[config.mk]
export PLATFORM = sky130hd
export DESIGN_NAME = two_bit_program_sequencer_flat
export DESIGN_NICKNAME = d
export VERILOG_FILES = /design/src/rtl/two_bit_pkg.sv /design/src/rtl/two_bit_program_sequencer_if.sv /design/src/rtl/two_bit_prog_mem.sv /design/src/rtl/two_bit_program_sequencer.sv /design/src/flat_wrapper.sv
export SDC_FILE = /design/constraint.sdc
export NUM_CORES = 1
export LEC_CHECK = 0
export ABC_AREA = 1
export CELL_PAD_IN_SITES_DETAIL_PLACEMENT = 1
export CELL_PAD_IN_SITES_GLOBAL_PLACEMENT = 1
export CORE_UTILIZATION = 44
export DETAILED_ROUTE_END_ITERATION = 10
export PLACE_DENSITY_LB_ADDON = 0.1
export SETUP_SLACK_MARGIN = 0.15
export SLEW_MARGIN = 0
export SYNTH_ARGS = -nofsm -noshare
export SYNTH_HDL_FRONTEND = slang
export SYNTH_HIERARCHICAL = 1
export SYNTH_SLANG_ARGS = --single-unit
[constraint.sdc]
create_clock -name clk -period 2.47 [get_ports clk]
set_input_delay 0.3705 -clock clk [delete_from_list [all_inputs] [get_ports clk]]
set_output_delay 0.3705 -clock clk [all_outputs]
set_load 0.05 [all_outputs]
[src/rtl/two_bit_pkg.sv]
// Shared types for the two-bit program sequencer: FSM states and program entries.
package two_bit_pkg;

    typedef enum logic [1:0] {
        IDLE,
        ISSUE,
        CAPTURE,
        DONE
    } state_t;

    typedef logic [1:0] opcode_t;

    typedef struct packed {
        opcode_t    op;
        logic [1:0] operand;
    } prog_entry_t;

endpackage

[src/rtl/two_bit_program_sequencer_if.sv]
// Program-load handshake: one (opcode, operand) entry per accepted beat.
interface two_bit_program_sequencer_if;
    import two_bit_pkg::*;

    logic       load_valid;
    logic       load_ready;
    opcode_t    load_op;
    logic [1:0] load_operand;

    modport master (output load_valid, load_op, load_operand, input load_ready);
    modport slave  (input load_valid, load_op, load_operand, output load_ready);

endinterface

[src/rtl/two_bit_prog_mem.sv]
// DEPTH x 4 program store: one synchronous write port, one asynchronous read port.
module two_bit_prog_mem
    import two_bit_pkg::*;
#(
    parameter int DEPTH = 8,
    localparam int IW = $clog2(DEPTH)
) (
    input  logic        clk,
    input  logic        we_i,
    input  logic [IW-1:0] waddr_i,
    input  prog_entry_t wdata_i,
    input  logic [IW-1:0] raddr_i,
    output prog_entry_t rdata_o
);

    prog_entry_t mem_q [DEPTH];

    always_ff @(posedge clk) begin
        if (we_i) begin
            mem_q[waddr_i] <= wdata_i;
        end
    end

    assign rdata_o = mem_q[raddr_i];

endmodule

[src/rtl/two_bit_program_sequencer.sv]
// Accumulator-machine front end for the combinational two-bit ALU: loads a program,
// then alternates ISSUE (drive ALU) and CAPTURE (take result) per entry.
module two_bit_program_sequencer
    import two_bit_pkg::*;
#(
    parameter int DEPTH = 8,
    parameter bit HALT_ON_ERROR = 1'b1,
    localparam int IW = $clog2(DEPTH)
) (
    input  logic          clk,
    input  logic          rst,
    two_bit_program_sequencer_if.slave load_if,
    input  logic          clear_prog,
    input  logic          start,
    input  logic [1:0]    init_acc,
    output logic          busy,
    output logic          done,
    output logic [1:0]    acc,
    output logic          err,
    output logic [IW-1:0] err_index,
    output logic [IW:0]   prog_count,
    output logic          alu_a1,
    output logic          alu_a0,
    output logic          alu_b1,
    output logic          alu_b0,
    output logic          alu_i1,
    output logic          alu_i0,
    input  logic          alu_f1,
    input  logic          alu_f0,
    input  logic          alu_error
);

    localparam logic [IW:0] DEPTH_C = (IW+1)'(DEPTH);

    state_t        state_q, state_d;
    logic [IW:0]   count_q, count_d;
    logic [IW-1:0] pc_q, pc_d;
    logic [1:0]    acc_q, acc_d;
    logic          err_q, err_d;
    logic [IW-1:0] err_idx_q, err_idx_d;
    logic [1:0]    alu_a_q, alu_a_d;
    logic [1:0]    alu_b_q, alu_b_d;
    opcode_t       alu_i_q, alu_i_d;

    prog_entry_t   entry;
    logic          load_fire;
    logic          run_req;
    logic          last_entry;
    logic          halt;

    assign load_fire  = load_if.load_valid && load_if.load_ready;
    // clear_prog outranks start, so a simultaneous start is dropped.
    assign run_req    = start && !clear_prog;
    assign last_entry = ({1'b0, pc_q} == (count_q - 1'b1));
    assign halt       = alu_error && HALT_ON_ERROR;

    two_bit_prog_mem #(.DEPTH(DEPTH)) u_mem (
        .clk     (clk),
        .we_i    (load_fire),
        .waddr_i (count_q[IW-1:0]),
        .wdata_i ({load_if.load_op, load_if.load_operand}),
        .raddr_i (pc_q),
        .rdata_o (entry)
    );

    always_ff @(posedge clk) begin
        if (rst) begin
            state_q <= IDLE;
        end else begin
            state_q <= state_d;
        end
    end

    always_comb begin
        state_d = state_q;
        unique case (state_q)
            IDLE:    if (run_req) state_d = (count_q == '0) ? DONE : ISSUE;
            ISSUE:   state_d = CAPTURE;
            CAPTURE: state_d = (halt || last_entry) ? DONE : ISSUE;
            DONE:    state_d = IDLE;
            default: state_d = IDLE;
        endcase
    end

    always_comb begin
        load_if.load_ready = (state_q == IDLE) && (count_q < DEPTH_C) && !start && !clear_prog;
        busy               = (state_q != IDLE);
        done               = (state_q == DONE);
    end

    always_comb begin
        count_d   = count_q;
        pc_d      = pc_q;
        acc_d     = acc_q;
        err_d     = err_q;
        err_idx_d = err_idx_q;
        alu_a_d   = alu_a_q;
        alu_b_d   = alu_b_q;
        alu_i_d   = alu_i_q;
        unique case (state_q)
            IDLE: begin
                if (clear_prog) begin
                    count_d = '0;
                end else if (load_fire) begin
                    count_d = count_q + 1'b1;
                end
                if (run_req) begin
                    acc_d     = init_acc;
                    err_d     = 1'b0;
                    err_idx_d = '0;
                    pc_d      = '0;
                end
            end
            ISSUE: begin
                alu_a_d = acc_q;
                alu_b_d = entry.operand;
                alu_i_d = entry.op;
            end
            CAPTURE: begin
                acc_d = {alu_f1, alu_f0};
                if (alu_error && !err_q) begin
                    err_d     = 1'b1;
                    err_idx_d = pc_q;
                end
                if (!halt && !last_entry) begin
                    pc_d = pc_q + 1'b1;
                end
            end
            default: ;
        endcase
    end

    always_ff @(posedge clk) begin
        if (rst) begin
            count_q   <= '0;
            pc_q      <= '0;
            acc_q     <= '0;
            err_q     <= 1'b0;
            err_idx_q <= '0;
            alu_a_q   <= '0;
            alu_b_q   <= '0;
            alu_i_q   <= '0;
        end else begin
            count_q   <= count_d;
            pc_q      <= pc_d;
            acc_q     <= acc_d;
            err_q     <= err_d;
            err_idx_q <= err_idx_d;
            alu_a_q   <= alu_a_d;
            alu_b_q   <= alu_b_d;
            alu_i_q   <= alu_i_d;
        end
    end

    assign acc        = acc_q;
    assign err        = err_q;
    assign err_index  = err_idx_q;
    assign prog_count = count_q;
    assign {alu_a1, alu_a0} = alu_a_q;
    assign {alu_b1, alu_b0} = alu_b_q;
    assign {alu_i1, alu_i0} = alu_i_q;

endmodule

[src/flat_wrapper.sv]
// flat-port wrapper written by rule: the top's interface ports become plain ports
module two_bit_program_sequencer_flat import two_bit_pkg::*;
#(
    parameter int DEPTH = 8,
    parameter bit HALT_ON_ERROR = 1'b1,
    localparam int IW = $clog2(DEPTH)
)
  (clk, rst, clear_prog, start, init_acc, busy, done, acc, err, err_index, prog_count, alu_a1, alu_a0, alu_b1, alu_b0, alu_i1, alu_i0, alu_f1, alu_f0, alu_error, load_if_load_valid, load_if_load_op, load_if_load_operand, load_if_load_ready);
  two_bit_program_sequencer_if load_if_i ();
  input  logic clk;
  input  logic rst;
  input  logic clear_prog;
  input  logic start;
  input  logic [1:0] init_acc;
  output logic busy;
  output logic done;
  output logic [1:0] acc;
  output logic err;
  output logic [IW-1:0] err_index;
  output logic [IW:0] prog_count;
  output logic alu_a1;
  output logic alu_a0;
  output logic alu_b1;
  output logic alu_b0;
  output logic alu_i1;
  output logic alu_i0;
  input  logic alu_f1;
  input  logic alu_f0;
  input  logic alu_error;
  input wire logic [$bits(load_if_i.load_valid)-1:0] load_if_load_valid;
  input wire logic [$bits(load_if_i.load_op)-1:0] load_if_load_op;
  input wire logic [$bits(load_if_i.load_operand)-1:0] load_if_load_operand;
  output wire logic [$bits(load_if_i.load_ready)-1:0] load_if_load_ready;
  assign load_if_i.load_valid = load_if_load_valid;
  assign load_if_i.load_op = load_if_load_op;
  assign load_if_i.load_operand = load_if_load_operand;
  assign load_if_load_ready = load_if_i.load_ready;
  two_bit_program_sequencer #(.DEPTH(DEPTH), .HALT_ON_ERROR(HALT_ON_ERROR)) u_core (.clk(clk), .rst(rst), .load_if(load_if_i), .clear_prog(clear_prog), .start(start), .init_acc(init_acc), .busy(busy), .done(done), .acc(acc), .err(err), .err_index(err_index), .prog_count(prog_count), .alu_a1(alu_a1), .alu_a0(alu_a0), .alu_b1(alu_b1), .alu_b0(alu_b0), .alu_i1(alu_i1), .alu_i0(alu_i0), .alu_f1(alu_f1), .alu_f0(alu_f0), .alu_error(alu_error));
endmodule
==> results of run 1 <==
[critical path, delay by kind of cell (launching register included)]
| family | cells | cell delay, ns |
|---|---|---|
| AND/OR/NAND/NOR | 1 | 0.34 |
| flip-flops | 1 | 0.36 |
| buffers and inverters | 2 | 0.81 |
[flip-flops by register name, summed over array words and instances, names as in the netlist]
register	count
u_core/u_mem/mem_q	32
u_core/prog_count	4
u_core/err_index	3
u_core/pc_q	3
u_core/acc	2
u_core/alu_a_q	2
u_core/alu_b_q	2
u_core/alu_i_q	2
u_core/state_q	2
u_core/err	1
[layout by cell type, fill, tap and decap left out, drive strengths merged, types with 3 or more instances in the layout]
master and count:
edfxtp 32, nor2 33, a21oi 6, dfxtp 21
ha 3, nand3 23, nor3 3, nand4 6
clkdlybuf4s50 31, inv 59, nand2 93, o21ai 10
clkbuf 5, o22ai 3
[cells by family after synthesis]
family / after synthesis
XOR/XNOR: 2
AND/OR/NAND/NOR: 158
adder cells (fa/ha/maj): 3
AO/OA/AOI/OAI: 22
flip-flops: 53
buffers and inverters: 64
[per-layer routing]
| layer | wire length, µm | share of wire [%] | up-vias |
|---|---|---|---|
| met3 | 167 | 2.6 | 4 |
| li1 | - | - | 1019 |
| met1 | 3110 | 49 | 997 |
| met4 | 60 | 0.94 | 0 |
| met5 | 0 | 0 | - |
| met2 | 3050 | 48 | 28 |
[power by group through the flow]
stage,sequential (W),clock (W),combinational [W]
detailed placement,0.00105,0,0.000484
global placement,0.00104,0,0.000474
global route,0.00103,0.000730,0.000538
finish,0.00103,0.000690,0.000485
CTS,0.00103,0.000706,0.000488
floorplan,0.00110,0,0.000273
[worst paths after layout]
check                                         start                                to  slack, ns
hold / removal     u_core/err_index[1]$_SDFFE_PP0P_  u_core/err_index[1]$_SDFFE_PP0P_       0.49
hold reg to reg    u_core/err_index[1]$_SDFFE_PP0P_  u_core/err_index[1]$_SDFFE_PP0P_       0.49
setup reg to reg  u_core/prog_count[0]$_SDFFE_PP0P_       u_core/pc_q[2]$_SDFFE_PP0P_       0.49
setup / recovery     u_core/state_q[0]$_SDFFE_PP0P_                              busy       0.28
[cell type report]
type / instances / area (µm²) / share of cell area (%)
Multi-Input combinational cell: 185 / 857 / 28.5
Sequential cell: 53 / 1380 / 45.9
Inverter: 59 / 224 / 7.44
Tap cell: 72 / 90.1 / 2.99
Timing Repair Buffer: 33 / 325 / 10.8
Clock inverter: 3 / 65.1 / 2.16
Clock buffer: 5 / 68.8 / 2.29
[metrics by stage]
step / utilization, % / instances / hold slack (ns) / worst slack [ns] / instance area (µm²)
detailed placement: 52.3 / 402 / 0.481 / 0.243 / 2880
global route: 54.7 / 410 / 0.522 / 0.173 / 3010
global placement: 52.3 / 402 / 0.461 / 0.441 / 2880
CTS: 54.7 / 410 / 0.494 / 0.265 / 3010
finish: 54.7 / 410 / 0.489 / 0.278 / 3010
floorplan: - / 302 / 0.440 / 0.326 / 2500
==> flow_metrics.tcl, run 1 <==
set metrics [dict create \
    status "complete, no violations" \
    synthDistinctLibCells 24 \
    firstDrtPassIters 4 \
    combPwrFrac_pct 22.1 \
    routed_wl_um 6390 \
    post_drt_wl_per_cell_um 15.6 \
    setup_tns_ns 0 \
    p_sw_w 0.000665 \
    setup_violations 0 \
    synthXorXnorAreaFrac_pct 0.699 \
    yosys_register_bits 53 \
    synth_common_cells "86 x nand2_1, 56 x inv_1, 32 x edfxtp_1" \
    yosys.area.top_type "edfxtp_1" \
    gp_congestion 0.770 \
    antenna_found_initial 0 \
    top_usage_layer "met2" \
    drt_iter0_markers 126 \
    p_clk_share_pct 31.3 \
    hpwlAfterDp_um 4830 \
    area_growth_syn_to_layout_pct 20.2 \
    drcViolationCount 0 \
    crit_path_max_fanout 5 \
    synth_top_area_share_pct 38.4 \
    end_kind "primary output" \
    cts_resized 0 \
    finClkSkew_ns 0.00482 \
    async_flop_share_pct 0 \
    synth_area_um2 2500 \
    row_count 27 \
    worstMarginPinSlew_ns 0.744 \
    grt.overflow.total 0 \
    io-pin-count 33 \
    cts_buffers 5 \
    die_w_um 77.5 \
    fp.dieH_um 77.5 \
    synth_edf_count 32 \
    holdPathStages 2 \
    cts_sinks 53 \
    clock_latency_ns 0.30 \
    ir_drop_mv 0.342 \
    period_share_pct 88.7 \
    grt_pass1_vias 2093 \
    internal-power_w 0.00154 \
    slew_viol_final 0 \
    fmax_ghz 0.456 \
    p_sw_share_pct 30.2 \
    initial_utilization_pct 45.5 \
    synth-simple-area-share_pct 27.3 \
    track_usage_pct 22.9 \
    cts_tree "done" \
    reg2reg_depth 10 \
    totalPowerFinal_w 0.00220 \
    path_class "reg -> out" \
    synth_compound_area_share_pct 4.75 \
    antenna_left 0 \
    vias 2048 \
    clk_pin_slew_ns 0.09 \
    yosysWarnings 6 \
    dieArea_um2 6000 \
    nets 354 \
    fin_crit_ns 2.19 \
    cap_viol_max_count 0 \
    avgSynthCellArea_um2 8.29 \
    critical_path_required_ns 2.10 \
    critPathSlowestCell "clkdlybuf4s50_1" \
    synthCells 302 \
    grt_pass1_wl_um 10500 \
    synth-main-ff-cell "edfxtp_1" \
    synthAdderAreaFrac_pct 1.50 \
    final.fill_count 675 \
    cellPowerDensity_nw_per_um2 731 \
    rsz0062_at_grt "false" \
    grt_use_met1_pct 30.6 \
    synth.most_common_cell "nand2_1" \
    root_buffer "clkbuf_8" \
    arrival_ns 1.82 \
    use_met3_pct 4.00 \
    power_frac_seq_pct 46.6 \
    hold_class "reg -> reg" \
    hold_viol 0 \
    drive_gt1_share_pct 7.40 \
    syn_nets 319 \
    cp_cell_sequence "nor2_1, inv_1, clkdlybuf4s50_1" \
    leakage_nw 1.31 \
    core_area_um2 5510 \
    yosys-mux-area-fraction_pct 0 \
    grt_max_degree 19 \
    maxSlewHeadroom_pct 50.3 \
    max_stage_delay_ns 0.71 \
    cts_buffer_depth 2 \
    io_buffers 32 \
    start_kind "register" \
    cts_setup_buffers 0 \
    synth_top_family_by_area "simple AND/OR/NAND/NOR gates" \
    viasPerCell 5.00 \
    cts.htree.levels 2 \
    n_antenna_cell 0 \
    ys_seq_area_share_pct 55.1 \
    met2_usage_pct 38.4 \
    postCtsHoldBufs 0 \
    ys_top_cells_by_area "edfxtp_1 38%, dfxtp_1 17%, nand2_1 13%" \
]
(Power assumes the default switching activity.)
==> run 2: changes to the inputs <==
--- a/config.mk
+++ b/config.mk
@@ -5,10 +5,9 @@
 export SDC_FILE = /design/constraint.sdc
 export NUM_CORES = 1
 export LEC_CHECK = 0
-export ABC_AREA = 1
 export CELL_PAD_IN_SITES_DETAIL_PLACEMENT = 1
 export CELL_PAD_IN_SITES_GLOBAL_PLACEMENT = 1
-export CORE_UTILIZATION = 44
+export CORE_UTILIZATION = 30
 export DETAILED_ROUTE_END_ITERATION = 10
 export PLACE_DENSITY_LB_ADDON = 0.1
 export SETUP_SLACK_MARGIN = 0.15
==> run 2 against run 1 <==
Worst setup slack better by 0.0062 ns. Wire length down 21%. Clock skew up 0.00059 ns. Final cell count is 26% lower. Via count is 29% lower. Worst hold slack worse by 0.0035 ns. First-iteration DRC count down 57%. Largest power group unchanged. Critical path depth did not move. Die area grew 34%.
==> flow_metrics.tcl, run 2 <==
set metrics [dict create \
    status "complete, no violations" \
    synthDistinctLibCells 40 \
    worstMarginPinSlew_ns 0.750 \
    yosysWarnings 6 \
    placedInstanceArea_um2 2780 \
    synth_edf_count 32 \
    slew_viol_final 0 \
    gp_congestion 0.799 \
    syn_nets 182 \
    area_growth_syn_to_layout_pct 25.1 \
    critPathSlowestCell "clkdlybuf4s50_1" \
    rsz0062_at_grt "false" \
    regMostFlops "u_core/u_mem/mem_q" \
    design_area_um2 2880 \
    cp_cell_sequence "nor2_2, inv_1, clkdlybuf4s50_1" \
    antenna_left 0 \
    grt_max_degree 18 \
    cts_tree "done" \
    synth-main-ff-cell "edfxtp_1" \
    setup_tns_ns 0 \
    hold_class "reg -> reg" \
    yosys_register_bits 53 \
    cts_setup_buffers 0 \
    die_w_um 89.7 \
    ys_seq_area_share_pct 59.9 \
    cts.htree.levels 2 \
    fp.dieH_um 89.7 \
    ir_drop_mv 0.221 \
    cp_top_family "buffers and inverters" \
    maxSlewHeadroom_pct 49.9 \
    path_class "reg -> out" \
    core_area_um2 7330 \
    setup_violations 0 \
    nets 222 \
    crit_path_max_fanout 9 \
    cap_viol_max_count 0 \
    finClkSkew_ns 0.00541 \
    ys_top_cells_by_area "edfxtp_1 42%, dfxtp_1 18%, mux4_1 9.1%" \
    drt_iter0_markers 54 \
    final_common_cell "edfxtp_1" \
    max_stage_delay_ns 0.82 \
    hold_viol 0 \
    synth_area_um2 2310 \
    viasPerCell 4.73 \
    leakage_nw 0.991 \
    grt_pass1_vias 1417 \
    cts_sinks 53 \
    clk_pin_slew_ns 0.10 \
    yosys.area.top_type "edfxtp_1" \
    n_antenna_cell 0 \
    post-route-util_pct 39.3 \
    critical_path_required_ns 2.10 \
    cts_resized 0 \
    track_usage_pct 13.0 \
    start_kind "register" \
    fin_ws_ns 0.284 \
    postCtsHoldBufs 0 \
    drcViolationCount 0 \
    avgSynthCellArea_um2 14.0 \
    arrival_ns 1.82 \
    synth_common_cells "32 x edfxtp_1, 21 x dfxtp_1, 19 x nor2_1" \
    cp_num_buf_inv 2 \
    grt.overflow.total 0 \
    fin_crit_ns 2.19 \
    cts_buffers 5 \
    initial_utilization_pct 31.5 \
    cellPowerDensity_nw_per_um2 632 \
    synthCells 165 \
    io-pin-count 33 \
    cts_buffer_depth 2 \
    vias 1444 \
    grt_pass1_wl_um 7390 \
    row_count 31 \
    fmax_ghz 0.457 \
    largest_reg_flops 32 \
    drive_gt1_share_pct 14.6 \
    final.fill_count 742 \
    synth.most_common_cell "edfxtp_1" \
    synth_top_area_share_pct 41.7 \
    firstDrtPassIters 4 \
    root_buffer "clkbuf_8" \
    hpwlAfterDp_um 3810 \
    dieArea_um2 8040 \
    io_buffers 32 \
    routed_wl_um 5020 \
    period_share_pct 88.5 \
    antenna_found_initial 0 \
    end_kind "primary output" \
    clock_latency_ns 0.31 \
    post-place-ws_ns 0.119 \
    post_drt_wl_per_cell_um 16.4 \
    async_flop_share_pct 0 \
    final_cell_mix "32 x edfxtp_1, 31 x clkdlybuf4s50_1, 21 x dfxtp_1" \
]
[run 2: cell count changes after synthesis, sizes merged, moves of 8 or more]
cell   delta
nand2    -83
inv      -54
nand3    -20
nor2     -13
mux2i     +9
o21ai     -9
mux4      +8
[run 2: cell families (layout without fill, tap and decap cells)]
group | Yosys count | count (layout) | share of synthesized area (%)
adders and majority gates | 3 | 3 | 1.63
buffers and inverters | 9 | 50 | 1.84
DFF | 53 | 53 | 59.9
AOI/OAI and AO/OA | 18 | 18 | 5.97
and+or+nand+nor | 54 | 54 | 13.0
xor gates and xnor gates | 7 | 7 | 2.66
muxes | 21 | 21 | 15.0
[run 2: metal layers]
| metal | vias up | track usage [%] | part of all wire (%) |
|---|---|---|---|
| met2 | 43 | 22.8 | 49 |
| met4 | 0 | 4.33 | 0.70 |
| li1 | 698 | - | - |
| met1 | 699 | 15.6 | 46 |
| met3 | 4 | 3.20 | 4.0 |
| met5 | - | 0 | 0 |
[run 2: area by class of cell]
class                           instances  area [µm²]  area share [%]
Sequential cell                        53        1380            47.9
Clock inverter                          2        17.5           0.607
Clock buffer                            6        82.6            2.86
Inverter                                5        18.8           0.651
Multi-Input combinational cell        103         892            30.9
Timing Repair Buffer                   37         368            12.8
Tap cell                               99         124            4.30
[run 2: path summary, 6_finish.rpt]
path                                                  startpoint                                  to  slack, ns  cells past startpoint
worst min-delay path            u_core/err_index[2]$_SDFFE_PP0P_    u_core/err_index[2]$_SDFFE_PP0P_       0.49                      1
worst min register to register  u_core/err_index[2]$_SDFFE_PP0P_    u_core/err_index[2]$_SDFFE_PP0P_       0.49                      1
worst max register to register    u_core/state_q[0]$_SDFFE_PP0P_  u_core/u_mem/mem_q[2][2]$_DFFE_PP_       0.39                      7
worst max-delay path              u_core/state_q[0]$_SDFFE_PP0P_                                busy       0.28                      3
[run 2: where the power goes]
group | total (W) | switching, W | internal, W | leakage (nW)
sequential | 0.000982 | 0.0000233 | 0.000959 | 0.459
clock | 0.000530 | 0.000296 | 0.000233 | 0.0518
combinational | 0.000312 | 0.000184 | 0.000129 | 0.480
[run 2: metrics by stage]
step	total power [W]	hold slack, ns	std cells
5_1_grt	0.00190	0.502	305
4_1_cts	0.00185	0.492	305
3_3_place_gp	0.00131	0.463	297
3_5_place_dp	0.00132	0.467	297
6_report	0.00182	0.485	305
2_1_floorplan	0.00120	0.469	165
